==> config.mk <==
export PLATFORM = sky130hd
export DESIGN_NAME = offset_hold_aggregate_core
export DESIGN_NICKNAME = d
export VERILOG_FILES = /design/src/rtl/offset_hold_aggregate_core.sv
export SDC_FILE = /design/constraint.sdc
export NUM_CORES = 1
export LEC_CHECK = 0
export CAP_MARGIN = 20
export CORE_MARGIN = 10
export CORE_UTILIZATION = 46
export DETAILED_ROUTE_END_ITERATION = 16
export GPL_ROUTABILITY_DRIVEN = 0
export GPL_TIMING_DRIVEN = 0
export HOLD_SLACK_MARGIN = 0.02
export PLACE_DENSITY = 0.67
export SYNTH_ARGS = -nofsm -noshare
export SYNTH_HDL_FRONTEND = slang
export SYNTH_SLANG_ARGS = --single-unit
==> constraint.sdc <==
create_clock -name clk -period 7.1 [get_ports clk]
set_input_delay 0.71 -clock clk [delete_from_list [all_inputs] [get_ports clk]]
set_output_delay 0.71 -clock clk [all_outputs]
set_load 0.02 [all_outputs]
==> src/rtl/offset_hold_aggregate_core.sv <==
// Event shift register (last three accepted samples) plus a periodic sliding-window sum
// of the input stream over the last NUM_BUCKETS evaluation periods.
module offset_hold_aggregate_core #(
  parameter int unsigned WIDTH         = 32,
  parameter int unsigned PERIOD_CYCLES = 10000,
  parameter int unsigned NUM_BUCKETS   = 4
) (
  input  logic             clk,
  input  logic             rst,
  input  logic             en,
  input  logic             a_valid,
  input  logic [WIDTH-1:0] a,
  output logic [WIDTH-1:0] result_0,
  output logic [WIDTH-1:0] result_1,
  output logic [WIDTH-1:0] result_2,
  output logic [WIDTH-1:0] result_3,
  output logic             event_valid,
  output logic             period_valid
);

  localparam int unsigned CntW = (PERIOD_CYCLES > 1) ? $clog2(PERIOD_CYCLES) : 1;
  localparam int unsigned PtrW = (NUM_BUCKETS > 1) ? $clog2(NUM_BUCKETS) : 1;
  localparam logic [CntW-1:0] CntLast = CntW'(PERIOD_CYCLES - 1);
  localparam logic [PtrW-1:0] PtrLast = PtrW'(NUM_BUCKETS - 1);

  logic [CntW-1:0]  cnt_q, cnt_d;
  logic [PtrW-1:0]  wr_ptr_q, wr_ptr_d;
  logic [WIDTH-1:0] acc_q, acc_d;
  logic [WIDTH-1:0] total_q, total_d;
  logic [WIDTH-1:0] r0_q, r0_d, r1_q, r1_d, r2_q, r2_d;
  logic [WIDTH-1:0] slot_q [NUM_BUCKETS];
  logic [WIDTH-1:0] slot_d [NUM_BUCKETS];
  logic             ev_q, ev_d, pv_q, pv_d;

  logic             accept, tick;
  logic [WIDTH-1:0] closing;

  always_comb begin
    accept   = en & a_valid;
    tick     = en & (cnt_q == CntLast);
    // An event on the tick cycle still belongs to the bucket being closed.
    closing  = acc_q + (accept ? a : '0);

    cnt_d    = cnt_q;
    wr_ptr_d = wr_ptr_q;
    acc_d    = acc_q;
    total_d  = total_q;
    r0_d     = r0_q;
    r1_d     = r1_q;
    r2_d     = r2_q;
    slot_d   = slot_q;
    ev_d     = accept;
    pv_d     = tick;

    if (en) begin
      cnt_d = tick ? '0 : cnt_q + CntW'(1);
    end

    if (accept) begin
      r0_d = a;
      r1_d = r0_q;
      r2_d = r1_q;
    end

    if (tick) begin
      slot_d[wr_ptr_q] = closing;
      wr_ptr_d         = (wr_ptr_q == PtrLast) ? '0 : wr_ptr_q + PtrW'(1);
      acc_d            = '0;
      total_d          = total_q + closing - slot_q[wr_ptr_q];
    end else if (accept) begin
      acc_d = closing;
    end
  end

  always_ff @(posedge clk) begin
    if (rst) begin
      cnt_q    <= '0;
      wr_ptr_q <= '0;
      acc_q    <= '0;
      total_q  <= '0;
      r0_q     <= '0;
      r1_q     <= '0;
      r2_q     <= '0;
      ev_q     <= 1'b0;
      pv_q     <= 1'b0;
      for (int i = 0; i < int'(NUM_BUCKETS); i++) begin
        slot_q[i] <= '0;
      end
    end else begin
      cnt_q    <= cnt_d;
      wr_ptr_q <= wr_ptr_d;
      acc_q    <= acc_d;
      total_q  <= total_d;
      r0_q     <= r0_d;
      r1_q     <= r1_d;
      r2_q     <= r2_d;
      ev_q     <= ev_d;
      pv_q     <= pv_d;
      for (int i = 0; i < int'(NUM_BUCKETS); i++) begin
        slot_q[i] <= slot_d[i];
      end
    end
  end

  assign result_0     = r0_q;
  assign result_1     = r1_q;
  assign result_2     = r2_q;
  assign result_3     = total_q;
  assign event_valid  = ev_q;
  assign period_valid = pv_q;

endmodule
==> impl_metrics.prom <==
# TYPE chip_impl_metric gauge
chip_impl_info{name="critPathCapture",value="result_3[31]"} 1
chip_impl_info{name="ys_dominant_reg_cell",value="sky130_fd_sc_hd__dfxtp_1"} 1
chip_impl_metric{name="p_per_area",unit="mW/mm^2"} 214.3
chip_impl_metric{name="number_of_buffers_created_by_cts",unit=""} 36
chip_impl_metric{name="net-switching-power",unit="mW"} 1.172
chip_impl_metric{name="synthToLayoutAreaGrowth",unit="%"} 21.86
chip_impl_metric{name="timing.final.max_slew_violations",unit=""} 0
chip_impl_info{name="grt_setup_unrepaired",value="no"} 1
chip_impl_info{name="hp-class",value="reg -> reg"} 1
chip_impl_metric{name="count_of_standard_cell_rows",unit=""} 68
chip_impl_info{name="crit_path_end_kind",value="register"} 1
chip_impl_metric{name="pwr-share-comb",unit="%"} 14.8
chip_impl_metric{name="clockPowerShare",unit="%"} 43.7
chip_impl_metric{name="dieWidth",unit="um"} 207.6
chip_impl_metric{name="number_of_global_route_vias_before_repair",unit=""} 14060
chip_impl_metric{name="postRouteWirelength",unit="mm"} 50.99
chip_impl_metric{name="number_of_instances_in_the_synthesized_netlist",unit=""} 2038
chip_impl_metric{name="post_dp_cell_area",unit="mm^2"} 0.01839
chip_impl_metric{name="fin_tns_setup",unit="ns"} 0
chip_impl_metric{name="htree_num_levels",unit=""} 2
chip_impl_info{name="crit_path_start",value="a_valid"} 1
chip_impl_metric{name="setup_viol_count_final",unit=""} 0
chip_impl_metric{name="utilization",unit="%"} 56.96
chip_impl_metric{name="design.core.area",unit="mm^2"} 0.03463
chip_impl_metric{name="p_sw_share",unit="%"} 27.74
chip_impl_info{name="cts_root_buf",value="sky130_fd_sc_hd__clkbuf_16"} 1
chip_impl_metric{name="critPathMaxStageDelay",unit="ns"} 0.51
chip_impl_metric{name="buffer_ports.inserted",unit=""} 163
chip_impl_metric{name="insertedDiodeCount",unit=""} 0
chip_impl_metric{name="groute.usage.overall",unit="%"} 22.35
chip_impl_metric{name="finalHoldViolCount",unit=""} 0
chip_impl_metric{name="pin_count_of_the_biggest_net_entering_global_routing",unit=""} 20
chip_impl_metric{name="synth_enable_flop_cells",unit=""} 0
chip_impl_metric{name="finalWorstSetupSlack",unit="ns"} 0.3335
chip_impl_metric{name="design.final.nets",unit=""} 2376
chip_impl_metric{name="postCtsHoldBufs",unit=""} 0
chip_impl_metric{name="clockBufferDepth",unit=""} 3
chip_impl_metric{name="report.power.total",unit="mW"} 4.226
chip_impl_metric{name="finished_cell_area",unit="mm^2"} 0.01972
chip_impl_metric{name="share_of_the_yosys_chip_area_belonging_to_registers",unit="%"} 37.85
chip_impl_metric{name="arrival",unit="ns"} 7.24
chip_impl_metric{name="slew_headroom",unit="%"} 31.65
chip_impl_metric{name="initial_core_util",unit="%"} 46.74
chip_impl_metric{name="crit_fanout",unit=""} 19
chip_impl_metric{name="clk_pin_slew_worst_paths",unit="ns"} 0.06
chip_impl_metric{name="timing_worst_slew_pin_value",unit="ns"} 1.018
chip_impl_info{name="tritoncts",value="done"} 1
chip_impl_info{name="worst-setup-path-type",value="in -> reg"} 1
chip_impl_info{name="critical_path.startpoint_type",value="primary input"} 1
chip_impl_metric{name="syn-cell-area",unit="mm^2"} 0.01618
chip_impl_metric{name="worst_slack_after_detailed_placement",unit="ns"} -1.755
chip_impl_info{name="cpMaxStageDelayCell",value="sky130_fd_sc_hd__fa_1"} 1
chip_impl_metric{name="post_route_cells_drive_above_1_share",unit="%"} 6.043
chip_impl_metric{name="power.internal",unit="mW"} 3.054
chip_impl_metric{name="power.sequential.fraction",unit="%"} 41.4
chip_impl_metric{name="firstDrtPassIters",unit=""} 6
chip_impl_metric{name="power_leakage",unit="nW"} 7.465
chip_impl_metric{name="hpwlAfterDp",unit="mm"} 38.88
chip_impl_metric{name="residual_antenna_violating_net_count_after_detailed_routing",unit=""} 0
chip_impl_metric{name="yosysWarningCount",unit=""} 0
chip_impl_metric{name="dieHeight",unit="um"} 207.6
chip_impl_metric{name="syn_nets",unit=""} 2174
chip_impl_metric{name="design.portCount",unit=""} 166
chip_impl_metric{name="upper_clock_frequency_limit",unit="MHz"} 147.8
chip_impl_metric{name="grt_overflow_total",unit=""} 0
chip_impl_metric{name="worst_hold_slack",unit="ns"} 0.4501
chip_impl_metric{name="worst-endpoint-required",unit="ns"} 7.57
chip_impl_metric{name="drv_cap",unit=""} 0
chip_impl_metric{name="worstSetupPathDepth",unit=""} 27
chip_impl_metric{name="post_layout_nonfiller_instances",unit=""} 2722
chip_impl_metric{name="worst-r2r-setup-slack",unit="ns"} 1.32
chip_impl_metric{name="worst-path-buf-inv",unit=""} 5
chip_impl_info{name="r2r_end",value="result_3[31]"} 1
chip_impl_metric{name="dp_cells",unit=""} 2657
chip_impl_info{name="status",value="completed"} 1
chip_impl_metric{name="grt_pass1_wl",unit="mm"} 78.58
chip_impl_metric{name="detail_route.vias_per_cell",unit=""} 5.518
chip_impl_metric{name="synth-seq-cells",unit=""} 306
chip_impl_metric{name="grt_antenna_before_repair",unit=""} 0
chip_impl_metric{name="period_share",unit="%"} 95.30
chip_impl_metric{name="clk_latency",unit="ns"} 0.54
chip_impl_metric{name="detail_route.drc_violations",unit=""} 0
chip_impl_metric{name="yosys.cell_types.count",unit=""} 64
chip_impl_metric{name="synth.avg_cell_area",unit="um^2"} 7.941
chip_impl_metric{name="async_flop_share",unit="%"} 0
chip_impl_info{name="r2r_start",value="acc_q[0]"} 1
chip_impl_info{name="critical-path-top-delay-family",value="compound AO/OA/AOI/OAI gates"} 1
chip_impl_metric{name="die_area",unit="mm^2"} 0.04309
chip_impl_metric{name="routed-via-count",unit=""} 15020
chip_impl_metric{name="min_period",unit="ns"} 6.767
chip_impl_metric{name="routedWlPerCell",unit="um"} 18.73
chip_impl_metric{name="detailedRoute.firstIterationViolations",unit=""} 1272
chip_impl_metric{name="reg2regPathDepth",unit=""} 21
chip_impl_metric{name="clock_skew_after_layout",unit="ns"} 0.02026
chip_impl_metric{name="clock_sinks",unit=""} 306
chip_impl_metric{name="irDropWorstVdd",unit="V"} 0.0001743
-- cell usage in the layout, fill, tap and decap left out, drive strengths merged, types with 8 or more instances in the layout --
cell type / count
a211oi: 21
clkinv: 14
nand2: 502
nor3: 22
xor2: 31
fa: 32
dfxtp: 306
a21oi: 301
inv: 155
ha: 68
nand3: 48
and2: 13
a21o: 26
clkdlybuf4s50: 163
o21bai: 9
and3: 8
mux4: 32
or3: 11
a31oi: 12
nor3b: 14
nor2: 73
nand3b: 24
nand2b: 12
xnor2: 28
buf: 22
o21ai: 65
clkbuf: 151
-- worst min-delay path by stage --
stage | start | endpoint | slack (ns) | cells past startpoint
3_3_place_gp | slot_q[48] | slot_q[48] | 0.43 | 2
4_1_cts | slot_q[48] | slot_q[48] | 0.45 | 2
3_5_place_dp | slot_q[48] | slot_q[48] | 0.44 | 2
5_1_grt | slot_q[102] | slot_q[102] | 0.46 | 2
2_1_floorplan | slot_q[56] | slot_q[56] | 0.43 | 2
6_report | slot_q[1] | slot_q[1] | 0.45 | 2
-- cells in the mapped netlist, types with 5 or more instances --
master	count	area, um^2
sky130_fd_sc_hd__a2111oi_0	6	52.55
sky130_fd_sc_hd__a211oi_1	21	157.7
sky130_fd_sc_hd__a21o_1	25	187.7
sky130_fd_sc_hd__a21oi_1	300	1501
sky130_fd_sc_hd__a31oi_1	11	68.82
sky130_fd_sc_hd__and2_1	13	81.33
sky130_fd_sc_hd__and3_1	7	43.79
sky130_fd_sc_hd__buf_1	11	41.29
sky130_fd_sc_hd__clkbuf_1	107	401.6
sky130_fd_sc_hd__dfxtp_1	306	6126
sky130_fd_sc_hd__fa_1	32	640.6
sky130_fd_sc_hd__ha_1	68	850.8
sky130_fd_sc_hd__inv_1	155	581.8
sky130_fd_sc_hd__mux4_2	32	720.7
sky130_fd_sc_hd__nand2_1	502	1884
sky130_fd_sc_hd__nand2b_1	12	75.07
sky130_fd_sc_hd__nand3_1	48	240.2
sky130_fd_sc_hd__nand3b_1	24	180.2
sky130_fd_sc_hd__nand4_1	7	43.79
sky130_fd_sc_hd__nor2_1	73	274.0
sky130_fd_sc_hd__nor2b_1	5	31.28
sky130_fd_sc_hd__nor3_1	22	110.1
sky130_fd_sc_hd__nor3b_1	14	105.1
sky130_fd_sc_hd__nor4_1	6	37.54
sky130_fd_sc_hd__o211ai_1	5	37.54
sky130_fd_sc_hd__o21ai_0	65	325.3
sky130_fd_sc_hd__o21bai_1	9	67.56
sky130_fd_sc_hd__o311ai_0	7	61.31
sky130_fd_sc_hd__or2_2	5	31.28
sky130_fd_sc_hd__or3_1	11	68.82
sky130_fd_sc_hd__or4_1	5	37.54
sky130_fd_sc_hd__xnor2_1	28	245.2
sky130_fd_sc_hd__xor2_1	31	271.5
-- metal layers --
metal	global-route usage [%]	part of all wire, %	vias up	routed length [um]
met2	37.01	48	470	24440
met3	3.956	6.6	77	3347
li1	-	-	7295	-
met5	0	0	-	0
met4	7.200	2.8	0	1411
met1	28.85	43	7177	21790
-- power groups by stage --
stage               clock [mW]  sequential [mW]  combinational, mW
floorplan                    0             1.80              0.402
global route              1.95             1.75              0.689
detailed placement           0             1.79              0.594
global placement             0             1.79              0.586
CTS                       1.87             1.75              0.605
finish                    1.85             1.75              0.626
-- tightest hold or removal path, stage by stage (launching register included) --
cell and delay (ns):
sky130_fd_sc_hd__dfxtp_1 0.31, sky130_fd_sc_hd__nand2_1 0.05, sky130_fd_sc_hd__a21oi_1 0.05
-- state kept, by name (all words and copies together) (netlist names), 2 cells and up --
| signal | count |
|---|---|
| slot_q | 128 |
| acc_q | 32 |
| result_0 | 32 |
| result_1 | 32 |
| result_2 | 32 |
| result_3 | 32 |
| cnt_q | 14 |
| wr_ptr_q | 2 |
-- final cells by class --
type / instances / area (um^2)
timing repair buffer: 168 / 1664
sequential: 306 / 6126
clock inverter: 17 / 182.7
buffer: 120 / 481.7
clock buffer: 48 / 1006
tap: 455 / 569.3
multi-input combinational: 1453 / 9111
inverter: 155 / 581.8
fill: 3177 / 14910
-- timing repair --
| action | CTS | global route |
|---|---|---|
| cloned | 0 | 0 |
| setup endpoints to repair | 15 | 7 |
| setup buffers | 0 | 3 |
| pin swaps | 1 | 2 |
| resized for setup | 17 | 21 |
-- cell families (layout without fill, tap and decap cells) --
logic type	Yosys count	in the layout	synth area share, %
fa+ha+maj	100	100	9.215
flops	306	306	37.85
xor+xnor	60	60	3.332
mux	35	35	4.639
compound gates	496	496	17.88
simple gates	762	762	20.48
buf+inv	279	508	6.602
Power figures use the tool's default switching activity.
